**config.mk**
```make
export PLATFORM = sky130hd
export DESIGN_NAME = spi_slv_reg_bridge
export DESIGN_NICKNAME = d
export VERILOG_FILES = /design/src/rtl/spi_bridge_pkg.sv /design/src/rtl/spi_slv_reg_bridge_sync.sv /design/src/rtl/spi_slv_reg_bridge.sv
export SDC_FILE = /design/constraint.sdc
export NUM_CORES = 1
export LEC_CHECK = 0
export ABC_AREA = 0
export CORE_MARGIN = 4
export CORE_UTILIZATION = 45
export CTS_CLUSTER_DIAMETER = 30
export DETAILED_ROUTE_END_ITERATION = 10
export PLACE_DENSITY = 0.79
export SLEW_MARGIN = 25
export SYNTH_ARGS = -nofsm -noshare
export SYNTH_HDL_FRONTEND = slang
export SYNTH_SLANG_ARGS = --single-unit
```
**constraint.sdc**
```tcl
create_clock -name i_clk -period 1.7 [get_ports i_clk]
set_input_delay 0.34 -clock i_clk [delete_from_list [all_inputs] [get_ports i_clk]]
set_output_delay 0.34 -clock i_clk [all_outputs]
set_load 0.005 [all_outputs]
```
**src/rtl/spi_bridge_pkg.sv**
```systemverilog
// Shared definitions for the SPI-slave to register-bus bridge.
// Holds the frame FSM state encoding, the R/W command bit encoding and
// a helper that derives the frame length from the field widths.
package spi_bridge_pkg;

    typedef enum logic [2:0] {
        IDLE = 3'd0,
        CMD  = 3'd1,
        ADDR = 3'd2,
        DATA = 3'd3,
        DONE = 3'd4
    } state_t;

    // First bit of every frame selects the access direction.
    localparam logic RW_WR = 1'b1;
    localparam logic RW_RD = 1'b0;

    // One R/W bit, then the address field, then the data field.
    function automatic int frm_len(input int aw, input int dw);
        return 1 + aw + dw;
    endfunction

endpackage

```
**src/rtl/spi_slv_reg_bridge_sync.sv**
```systemverilog
// Two-flop synchroniser for one asynchronous pin, followed by a third flop
// used purely for edge detection.
// Ports:
//   i_clk, i_rst_n : system clock, async active-low reset
//   i_d            : asynchronous input pin
//   o_level        : synchronised level
//   o_rise/o_fall  : one-cycle pulses on a synchronised edge
// All flops reset to 0 so a pin that is already low at reset release never
// produces a falling edge.
module spi_in_sync (
    input  logic i_clk,
    input  logic i_rst_n,
    input  logic i_d,
    output logic o_level,
    output logic o_rise,
    output logic o_fall
);

    logic r_meta;
    logic r_sync;
    logic r_prev;

    // Metastability chain plus the delayed copy for edge detection.
    always_ff @(posedge i_clk or negedge i_rst_n) begin
        if (!i_rst_n) begin
            r_meta <= 1'b0;
            r_sync <= 1'b0;
            r_prev <= 1'b0;
        end else begin
            r_meta <= i_d;
            r_sync <= r_meta;
            r_prev <= r_sync;
        end
    end

    assign o_level = r_sync;
    assign o_rise  = r_sync & ~r_prev;
    assign o_fall  = ~r_sync & r_prev;

endmodule

```
**src/rtl/spi_slv_reg_bridge.sv**
```systemverilog
// SPI mode-0 slave that turns each serial frame (R/W, address, data; MSB
// first) into a single-cycle register-bus access, and returns read data on
// MISO. SCLK/CSB/MOSI are oversampled on i_clk.
// Ports:
//   i_clk, i_rst_n             : system clock, async active-low reset
//   i_sclk, i_csb, i_mosi      : SPI pins (asynchronous)
//   o_miso, o_miso_oe          : SPI data out and pad enable
//   o_wen, o_ren               : one-cycle register strobes
//   o_addr, o_wdata            : register address / write data
//   i_rdata                    : OR-combined register read data (valid with o_ren)
//   o_frm_err                  : one-cycle pulse on a short or overrun frame
//   o_busy                     : high while a frame is being handled
module spi_slv_reg_bridge
    import spi_bridge_pkg::*;
#(
    parameter int DW      = 8,
    parameter int AW      = 8,
    parameter int FRM_LEN = frm_len(AW, DW),
    parameter int CNT_W   = $clog2(FRM_LEN + 2)
) (
    input  logic          i_clk,
    input  logic          i_rst_n,
    input  logic          i_sclk,
    input  logic          i_csb,
    input  logic          i_mosi,
    output logic          o_miso,
    output logic          o_miso_oe,
    output logic          o_wen,
    output logic          o_ren,
    output logic [AW-1:0] o_addr,
    output logic [DW-1:0] o_wdata,
    input  logic [DW-1:0] i_rdata,
    output logic          o_frm_err,
    output logic          o_busy
);

    localparam int SH_W = (AW > DW) ? AW : DW;
    // Counter value seen on the last address rise and on the last data rise.
    localparam logic [CNT_W-1:0] C_ADDR_END = CNT_W'(AW);
    localparam logic [CNT_W-1:0] C_DATA_END = CNT_W'(AW + DW);
    // Saturation point: one past a complete frame is enough to flag overrun.
    localparam logic [CNT_W-1:0] C_CNT_MAX  = CNT_W'(FRM_LEN + 1);

    logic w_sclk_lvl, w_sclk_rise, w_sclk_fall;
    logic w_csb_lvl, w_csb_rise, w_csb_fall;
    logic w_mosi, w_mosi_rise, w_mosi_fall;

    spi_in_sync u_sync_sclk (
        .i_clk(i_clk), .i_rst_n(i_rst_n), .i_d(i_sclk),
        .o_level(w_sclk_lvl), .o_rise(w_sclk_rise), .o_fall(w_sclk_fall)
    );

    spi_in_sync u_sync_csb (
        .i_clk(i_clk), .i_rst_n(i_rst_n), .i_d(i_csb),
        .o_level(w_csb_lvl), .o_rise(w_csb_rise), .o_fall(w_csb_fall)
    );

    spi_in_sync u_sync_mosi (
        .i_clk(i_clk), .i_rst_n(i_rst_n), .i_d(i_mosi),
        .o_level(w_mosi), .o_rise(w_mosi_rise), .o_fall(w_mosi_fall)
    );

    // Levels of SCLK/CSB and MOSI edges are not needed by the frame logic.
    logic w_unused;
    assign w_unused = &{1'b0, w_sclk_lvl, w_csb_lvl, w_mosi_rise, w_mosi_fall};

    state_t            r_state, w_state_nxt;
    logic [CNT_W-1:0]  r_cnt;
    logic [SH_W-1:0]   r_shift;
    logic [DW-1:0]     r_tx;
    logic              r_rw;
    logic              r_ovr;
    logic              r_rd_pend;
    logic              r_wr_pend;
    logic              r_wen, r_ren, r_frm_err, r_busy, r_miso, r_miso_oe;
    logic [AW-1:0]     r_addr;
    logic [DW-1:0]     r_wdata;

    logic w_clr_frame, w_lat_rw, w_lat_addr, w_lat_wdata, w_rd_req;
    logic w_err, w_set_ovr;

    // Frame state register.
    always_ff @(posedge i_clk or negedge i_rst_n) begin
        if (!i_rst_n) begin
            r_state <= IDLE;
        end else begin
            r_state <= w_state_nxt;
        end
    end

    // Next-state decode and per-cycle control events.
    always_comb begin
        w_state_nxt = r_state;
        w_clr_frame = 1'b0;
        w_lat_rw    = 1'b0;
        w_lat_addr  = 1'b0;
        w_lat_wdata = 1'b0;
        w_rd_req    = 1'b0;
        w_err       = 1'b0;
        w_set_ovr   = 1'b0;
        case (r_state)
            IDLE: begin
                if (w_csb_fall) begin
                    w_clr_frame = 1'b1;
                    w_state_nxt = CMD;
                end else begin
                    w_state_nxt = IDLE;
                end
            end
            CMD: begin
                if (w_csb_rise) begin
                    w_err       = 1'b1;
                    w_state_nxt = IDLE;
                end else if (w_sclk_rise) begin
                    w_lat_rw    = 1'b1;
                    w_state_nxt = ADDR;
                end else begin
                    w_state_nxt = CMD;
                end
            end
            ADDR: begin
                if (w_csb_rise) begin
                    w_err       = 1'b1;
                    w_state_nxt = IDLE;
                end else if (w_sclk_rise && (r_cnt == C_ADDR_END)) begin
                    w_lat_addr  = 1'b1;
                    w_rd_req    = (r_rw == RW_RD);
                    w_state_nxt = DATA;
                end else begin
                    w_state_nxt = ADDR;
                end
            end
            DATA: begin
                // A final bit arriving together with CS release still completes the frame.
                if (w_sclk_rise && (r_cnt == C_DATA_END)) begin
                    w_lat_wdata = (r_rw == RW_WR);
                    if (w_csb_rise) begin
                        w_state_nxt = IDLE;
                    end else begin
                        w_state_nxt = DONE;
                    end
                end else if (w_csb_rise) begin
                    w_err       = 1'b1;
                    w_state_nxt = IDLE;
                end else begin
                    w_state_nxt = DATA;
                end
            end
            DONE: begin
                if (w_csb_rise) begin
                    w_err       = r_ovr | w_sclk_rise;
                    w_state_nxt = IDLE;
                end else if (w_sclk_rise) begin
                    w_set_ovr   = 1'b1;
                    w_state_nxt = DONE;
                end else begin
                    w_state_nxt = DONE;
                end
            end
            default: begin
                w_state_nxt = IDLE;
            end
        endcase
    end

    // Datapath: bit counter, shifters, latched fields and registered outputs.
    // Strobes are delayed one cycle behind the field latch so o_addr/o_wdata
    // are already stable in the cycle before o_ren/o_wen.
    always_ff @(posedge i_clk or negedge i_rst_n) begin
        if (!i_rst_n) begin
            r_cnt      <= '0;
            r_shift    <= '0;
            r_tx       <= '0;
            r_rw       <= 1'b0;
            r_ovr      <= 1'b0;
            r_rd_pend  <= 1'b0;
            r_wr_pend  <= 1'b0;
            r_wen      <= 1'b0;
            r_ren      <= 1'b0;
            r_frm_err  <= 1'b0;
            r_busy     <= 1'b0;
            r_miso     <= 1'b0;
            r_miso_oe  <= 1'b0;
            r_addr     <= '0;
            r_wdata    <= '0;
        end else begin
            r_rd_pend <= w_rd_req;
            r_ren     <= r_rd_pend;
            r_wr_pend <= w_lat_wdata;
            r_wen     <= r_wr_pend;
            r_frm_err <= w_err;
            r_busy    <= (w_state_nxt != IDLE);

            if (w_clr_frame) begin
                r_cnt <= '0;
            end else if (w_sclk_rise && (r_state != IDLE) && (r_cnt != C_CNT_MAX)) begin
                r_cnt <= r_cnt + CNT_W'(1);
            end

            if (w_sclk_rise && (r_state != IDLE)) begin
                r_shift <= {r_shift[SH_W-2:0], w_mosi};
            end

            if (w_lat_rw) begin
                r_rw <= w_mosi;
            end

            if (w_lat_addr) begin
                r_addr <= {r_shift[AW-2:0], w_mosi};
            end

            if (w_lat_wdata) begin
                r_wdata <= {r_shift[DW-2:0], w_mosi};
            end

            if (w_clr_frame) begin
                r_ovr <= 1'b0;
            end else if (w_set_ovr) begin
                r_ovr <= 1'b1;
            end

            // Read data is captured in the o_ren cycle, then shifted out MSB first.
            if (r_ren) begin
                r_tx <= i_rdata;
            end else if (w_sclk_fall && (r_state == DATA) && (r_rw == RW_RD)) begin
                r_tx <= {r_tx[DW-2:0], 1'b0};
            end

            if ((r_state == DATA) && (r_rw == RW_RD)) begin
                r_miso_oe <= 1'b1;
                if (w_sclk_fall) begin
                    r_miso <= r_tx[DW-1];
                end
            end else begin
                r_miso_oe <= 1'b0;
                r_miso    <= 1'b0;
            end
        end
    end

    assign o_wen     = r_wen;
    assign o_ren     = r_ren;
    assign o_addr    = r_addr;
    assign o_wdata   = r_wdata;
    assign o_frm_err = r_frm_err;
    assign o_busy    = r_busy;
    assign o_miso    = r_miso;
    assign o_miso_oe = r_miso_oe;

endmodule

```
Word-level counts from Yosys, hierarchy flattened
Cells that the tools add are included.
- add/sub/neg operators: 1
- eq/ne operators: 8
- multiplexer cells: 36
- bitwise gates (word level): 10
- reduce and logical (&&, ||, !) cells: 14
- operators with widths (operator ; count):
    1-bit two-way mux ; 24
    8-bit two-way mux ; 2
    3-bit one-hot mux with 5 select lines ; 1
    5-bit two-way mux ; 2
    2-bit two-way mux ; 4
    1-bit logical AND ; 7
    3-bit by 2-bit equality test with 1-bit output, second input constant ; 2
    3-bit two-way mux ; 2
    2-bit nonzero test ; 3
    3-bit nonzero test ; 2
    5-bit by 1-bit adder with 5-bit output, second input constant ; 1
    5-bit by 4-bit equality test with 1-bit output, second input constant ; 1
    5-bit equality test, second input constant ; 1
    5-bit inequality test, second input constant ; 1
    1-bit NOT ; 5
    1-bit AND ; 4
    3-bit by 1-bit equality test with 1-bit output, second input constant ; 1
    3-bit equality test, second input constant ; 1
    3-bit logical NOT ; 1
    1-bit one-hot mux with 3 select lines ; 1
    2-bit inequality test, second input constant ; 1
    2-bit OR reduction ; 1
    1-bit bitwise OR ; 1
- register bits after elaboration: 57
- bits of input ports: 13
- output and inout port bits: 22

Longest topological paths before layout
- depth in word-level cells: 7
- mapped depth: 7
- mapped depth without buffers: 6

Hierarchy
Synthesis repeated with hierarchy kept, for this count alone.
- cells, all modules: 196
- area, all modules: 2416.1 um^2
- by module, submodules not included (module ; times used ; cells an instance ; area an instance (um^2)):
    spi_slv_reg_bridge ; 1 ; 181 ; 2145.8
    spi_in_sync ; 3 ; 5 ; 90.1

Least setup slack after synthesis
OpenSTA, ideal clock, no wires.
- path type: register -> register
- start: register r_cnt[0]
- end: register r_wdata[0], in the netlist o_wdata[0]
- arrival: 1681 ps
- setup slack: -106 ps
- stages on the path, launching flop included: 8
- period minus slack after synthesis: 1806 ps
- cell sequence: dfrtp_1 -> inv_1 -> ha_1 -> nand4bb_4 -> nor3_2 -> and3_1 -> buf_2 -> mux2_2
- word-level cells in the longest chain between the ends: 4
- ends and longest elaborated chain (what ; RTL line ; text):
    start, declared ; spi_slv_reg_bridge.sv:68 ; logic [CNT_W-1:0] r_cnt;
    start signal, assigned ; spi_slv_reg_bridge.sv:197 ; r_cnt <= r_cnt + CNT_W'(1);
    5-bit equality test ; spi_slv_reg_bridge.sv:135 ; if (w_sclk_rise && (r_cnt == C_DATA_END)) begin
    1-bit logical AND ; spi_slv_reg_bridge.sv:135 ;
    1-bit two-way mux ; spi_slv_reg_bridge.sv:135 ;
    1-bit two-way mux ; spi_slv_reg_bridge.sv:101 ; case (r_state)
    net w_lat_wdata ; spi_slv_reg_bridge.sv:79 ; logic w_clr_frame, w_lat_rw, w_lat_addr, w_lat_wdata, w_rd_req;
    end signal, assigned ; spi_slv_reg_bridge.sv:213 ; r_wdata <= {r_shift[DW-2:0], w_mosi};
    end, declared ; spi_slv_reg_bridge.sv:77 ; logic [DW-1:0] r_wdata;
The timed path passes the listed nets, and every way through them passes these cells.
A chain may end at the register's enable or synchronous reset.

Final worst setup path
- start: register r_cnt[0]
- end: register r_wdata[7], in the netlist o_wdata[7]
- word-level cells in the longest chain between the ends: 4
- ends and longest elaborated chain (what ; RTL line):
    5-bit equality test ; spi_slv_reg_bridge.sv:135
    1-bit logical AND ; spi_slv_reg_bridge.sv:135
    1-bit two-way mux ; spi_slv_reg_bridge.sv:135
    1-bit two-way mux ; spi_slv_reg_bridge.sv:101
No other way between the ends.

==> impl_metrics.env <==
export IMPL_min_delay_path_depth=0
export IMPL_synth_cell_types=36
export IMPL_fin_cells=315
export IMPL_drt_iter0_markers=65
export IMPL_hold_path_class="flip-flop to flip-flop"
export IMPL_powerDensity_nw_per_um2=1180
export IMPL_crit_family="simple AND/OR/NAND/NOR gates"
export IMPL_syn_nets=186
export IMPL_synth_seq_area_share_pct=59.8
export IMPL_grt_remaining_overflow=0
export IMPL_critPathMaxStageDelay_ns=0.39
export IMPL_whs_ns=0.348
export IMPL_setup_slack_ns=-0.000734
export IMPL_timing_rr_start="r_cnt[0]"
export IMPL_fmax_mhz=588
export IMPL_peakVddDrop_mv=0.686
export IMPL_cts_tree="yes"
export IMPL_crit_end="o_wdata[7]"
export IMPL_crit_required_ns=1.91
export IMPL_final_setup_tns_ns=-0.000734
export IMPL_io_pins=35
export IMPL_track_usage_pct=16.3
export IMPL_clock_latency_ns=0.34
export IMPL_route_detailed_wl_per_inst_um=14.9
export IMPL_cts_clk_slew_worst_paths_ns=0.06
export IMPL_grt_max_degree=43
export IMPL_num_rows=26
export IMPL_crit_fanout=5
export IMPL_synthCells=170
export IMPL_violations="setup timing"
export IMPL_finalClockSkew_ns=0.00950
export IMPL_via_count=1577
export IMPL_crit_chain="inv_2 -> ha_4 -> nand4bb_4 -> nor3_4 -> and3_4 -> mux2_2"
export IMPL_dpl_hpwl_um=3280
export IMPL_reg2reg_to="o_wdata[7]"
export IMPL_synthesis_area_um2=2390
export IMPL_final_nets=256
export IMPL_r2r_slack_ns=-0.0007
export IMPL_finalSetupViolations=1
export IMPL_drv_slew=0
export IMPL_max_cap_violations=0
export IMPL_design_die_area_um2=6530
export IMPL_start_util_pct=46.7
export IMPL_worstSetupStartpoint="r_cnt[0]"
export IMPL_rsz0062_at_grt="yes"
export IMPL_ys_seq_elements=57
export IMPL_final_area_um2=3270
export IMPL_crit_type="flip-flop to flip-flop"
export IMPL_yosys_warnings=0
export IMPL_synthAdderAreaFrac_pct=1.57
export IMPL_die_height_um=80.8
export IMPL_firstDrtPassIters=4
export IMPL_place_gp_congestion=0.872
export IMPL_slowest_stage="dfrtp_1"
export IMPL_synth_simple_gate_area_share_pct=12.6
export IMPL_synth_area_per_cell_um2=14.0
export IMPL_cp_num_buf_inv=1
export IMPL_vias_per_cell=5.01
export IMPL_root_buffer="clkbuf_8"
export IMPL_synth_largest_area_cell="dfrtp_1"
export IMPL_final_util_pct=64.1
export IMPL_synth_compound_area_share_pct=4.67
export IMPL_chipWidth_um=80.8
export IMPL_cp_depth=6
export IMPL_muxShareOfSynthArea_pct=19.2
export IMPL_grt_pass1_wl_um=7900
export IMPL_cts_sinks=57
export IMPL_ant_nets=0
export IMPL_detailed_place_area_um2=3020
export IMPL_cp_start_kind="flip-flop"
export IMPL_totalPowerFinal_mw=3.86
export IMPL_grt_pass1_vias=1695
export IMPL_place_ws_ns=-0.0690
export IMPL_drive_above_1_share_pct=40.4
export IMPL_design_core_area_um2=5110
export IMPL_antenna_found_initial=0
export IMPL_dp_cells=296
export IMPL_synthXorXnorAreaFrac_pct=0.734
export IMPL_yosysTopAreaCellShare_pct=59.8
export IMPL_hold_viol=0
export IMPL_n_antenna_cell=0
export IMPL_outcome="finished, violations left"
export IMPL_area_delta_synth_final_pct=37.1
export IMPL_tightest_slew_ns=0.369
export IMPL_cts_htree_levels=3
export IMPL_port_buffers=34
export IMPL_synth_top_family_by_area="multiplexers"
export IMPL_slew_headroom_pct=75.4
export IMPL_leakage_nw=1.49
export IMPL_period_share_pct=100
export IMPL_reg2regPathDepth=6
export IMPL_worstPathArrival_ns=1.92
export IMPL_clockBufferDepth=2
export IMPL_endpoint_kind="flip-flop"
export IMPL_yosys_top_cells_area="dfrtp_1 (60%), mux2_2 (18%), nor4_4 (1.8%)"
export IMPL_cts_made_buffers=9
export IMPL_min_period_ns=1.70
export IMPL_drt_wl_total_um=4710
export IMPL_drc=0
[layout make-up]
class                           count  area, um2
Sequential cell                    57       1430
Clock inverter                      6       82.6
Multi-Input combinational cell    106        967
Clock buffer                       10        128
Timing Repair Buffer               62        564
Tap cell                           70       87.6
Inverter                            4       15.0
Fill cell                         407       1840
[state kept, by name, summed over array words and instances, names as in the netlist, 3 cells and up]
| name | flops |
|---|---|
| r_state | 3 |
| o_wdata | 8 |
| o_addr | 8 |
| r_shift | 7 |
| r_tx | 8 |
| r_cnt | 5 |
[worst min path at each step]
stage,startpoint,endpoint,slack (ns)
floorplan,i_rst_n,o_addr[0],0.04
global placement,i_rst_n,u_sync_sclk.r_meta,0.28
detailed placement,i_rst_n,u_sync_mosi.r_meta,0.28
CTS,r_wr_pend,o_wen,0.35
global route,u_sync_sclk.r_meta,u_sync_sclk.o_level,0.36
finish,u_sync_sclk.r_meta,u_sync_sclk.o_level,0.35
[logic make-up after synthesis]
| group | Yosys count |
|---|---|
| buffers and inverters | 8 |
| DFF | 57 |
| muxes | 41 |
| adders and majority gates | 3 |
| xor gates and xnor gates | 2 |
| AOI/OAI and AO/OA | 17 |
| and+or+nand+nor | 42 |
[layout by cell type (no fill, tap or decap), types with 3 or more instances in the layout]
master,count
a21oi_1,5
buf_4,25
clkbuf_8,9
clkdlybuf4s50_1,33
clkinv_2,3
dfrtp_1,56
mux2_2,39
nand2_1,5
nand2b_1,4
nor2_1,8
nor3_1,4
o21ai_0,3
[cells in the mapped netlist]
library cell,n
buf_1,1
nor3b_1,1
a21oi_1,5
nor2b_1,3
o211ai_1,1
o21bai_1,1
nor3_2,1
a31oi_1,1
nand4bb_4,1
o21ai_0,4
nand2_1,5
nand3b_1,2
nand4b_1,1
nand2_2,1
dfrtp_1,57
nand2b_1,5
or4b_4,1
a31o_2,1
nor2_2,2
inv_1,4
a311oi_1,1
and3_1,2
buf_2,3
ha_1,3
xnor2_1,2
nor4b_1,1
nand4bb_1,1
o221ai_1,1
o31ai_1,1
nor4_4,2
nor2_1,8
nand3_1,1
mux2i_1,2
o41a_1,1
mux2_2,39
nor3_1,4
[power by group]
group | total (mW) | internal, mW | switching, mW
Combinational | 0.819 | 0.466 | 0.352
Sequential | 1.70 | 1.54 | 0.159
Clock | 1.34 | 0.817 | 0.521
Total | 3.86 | 2.83 | 1.03
[layer usage]
metal	routed length [um]	vias up	track usage, %
li1	-	751	-
met1	2190	788	20.7
met2	2260	32	25.4
met3	210	6	5.88
met4	55	0	7.09
met5	0	-	0
[timing repair]
| action | in CTS | in global routing |
|---|---|---|
| hold buffers | 1 | 0 |
| cloned | 0 | 1 |
| pin swaps | 1 | 3 |
| gates resized for setup | 6 | 4 |
| hold endpoints to repair | 15 | 0 |
| buffers inserted | 0 | 2 |
| setup endpoints to repair | 15 | 23 |
No activity file was read; power rests on OpenSTA's default activity.
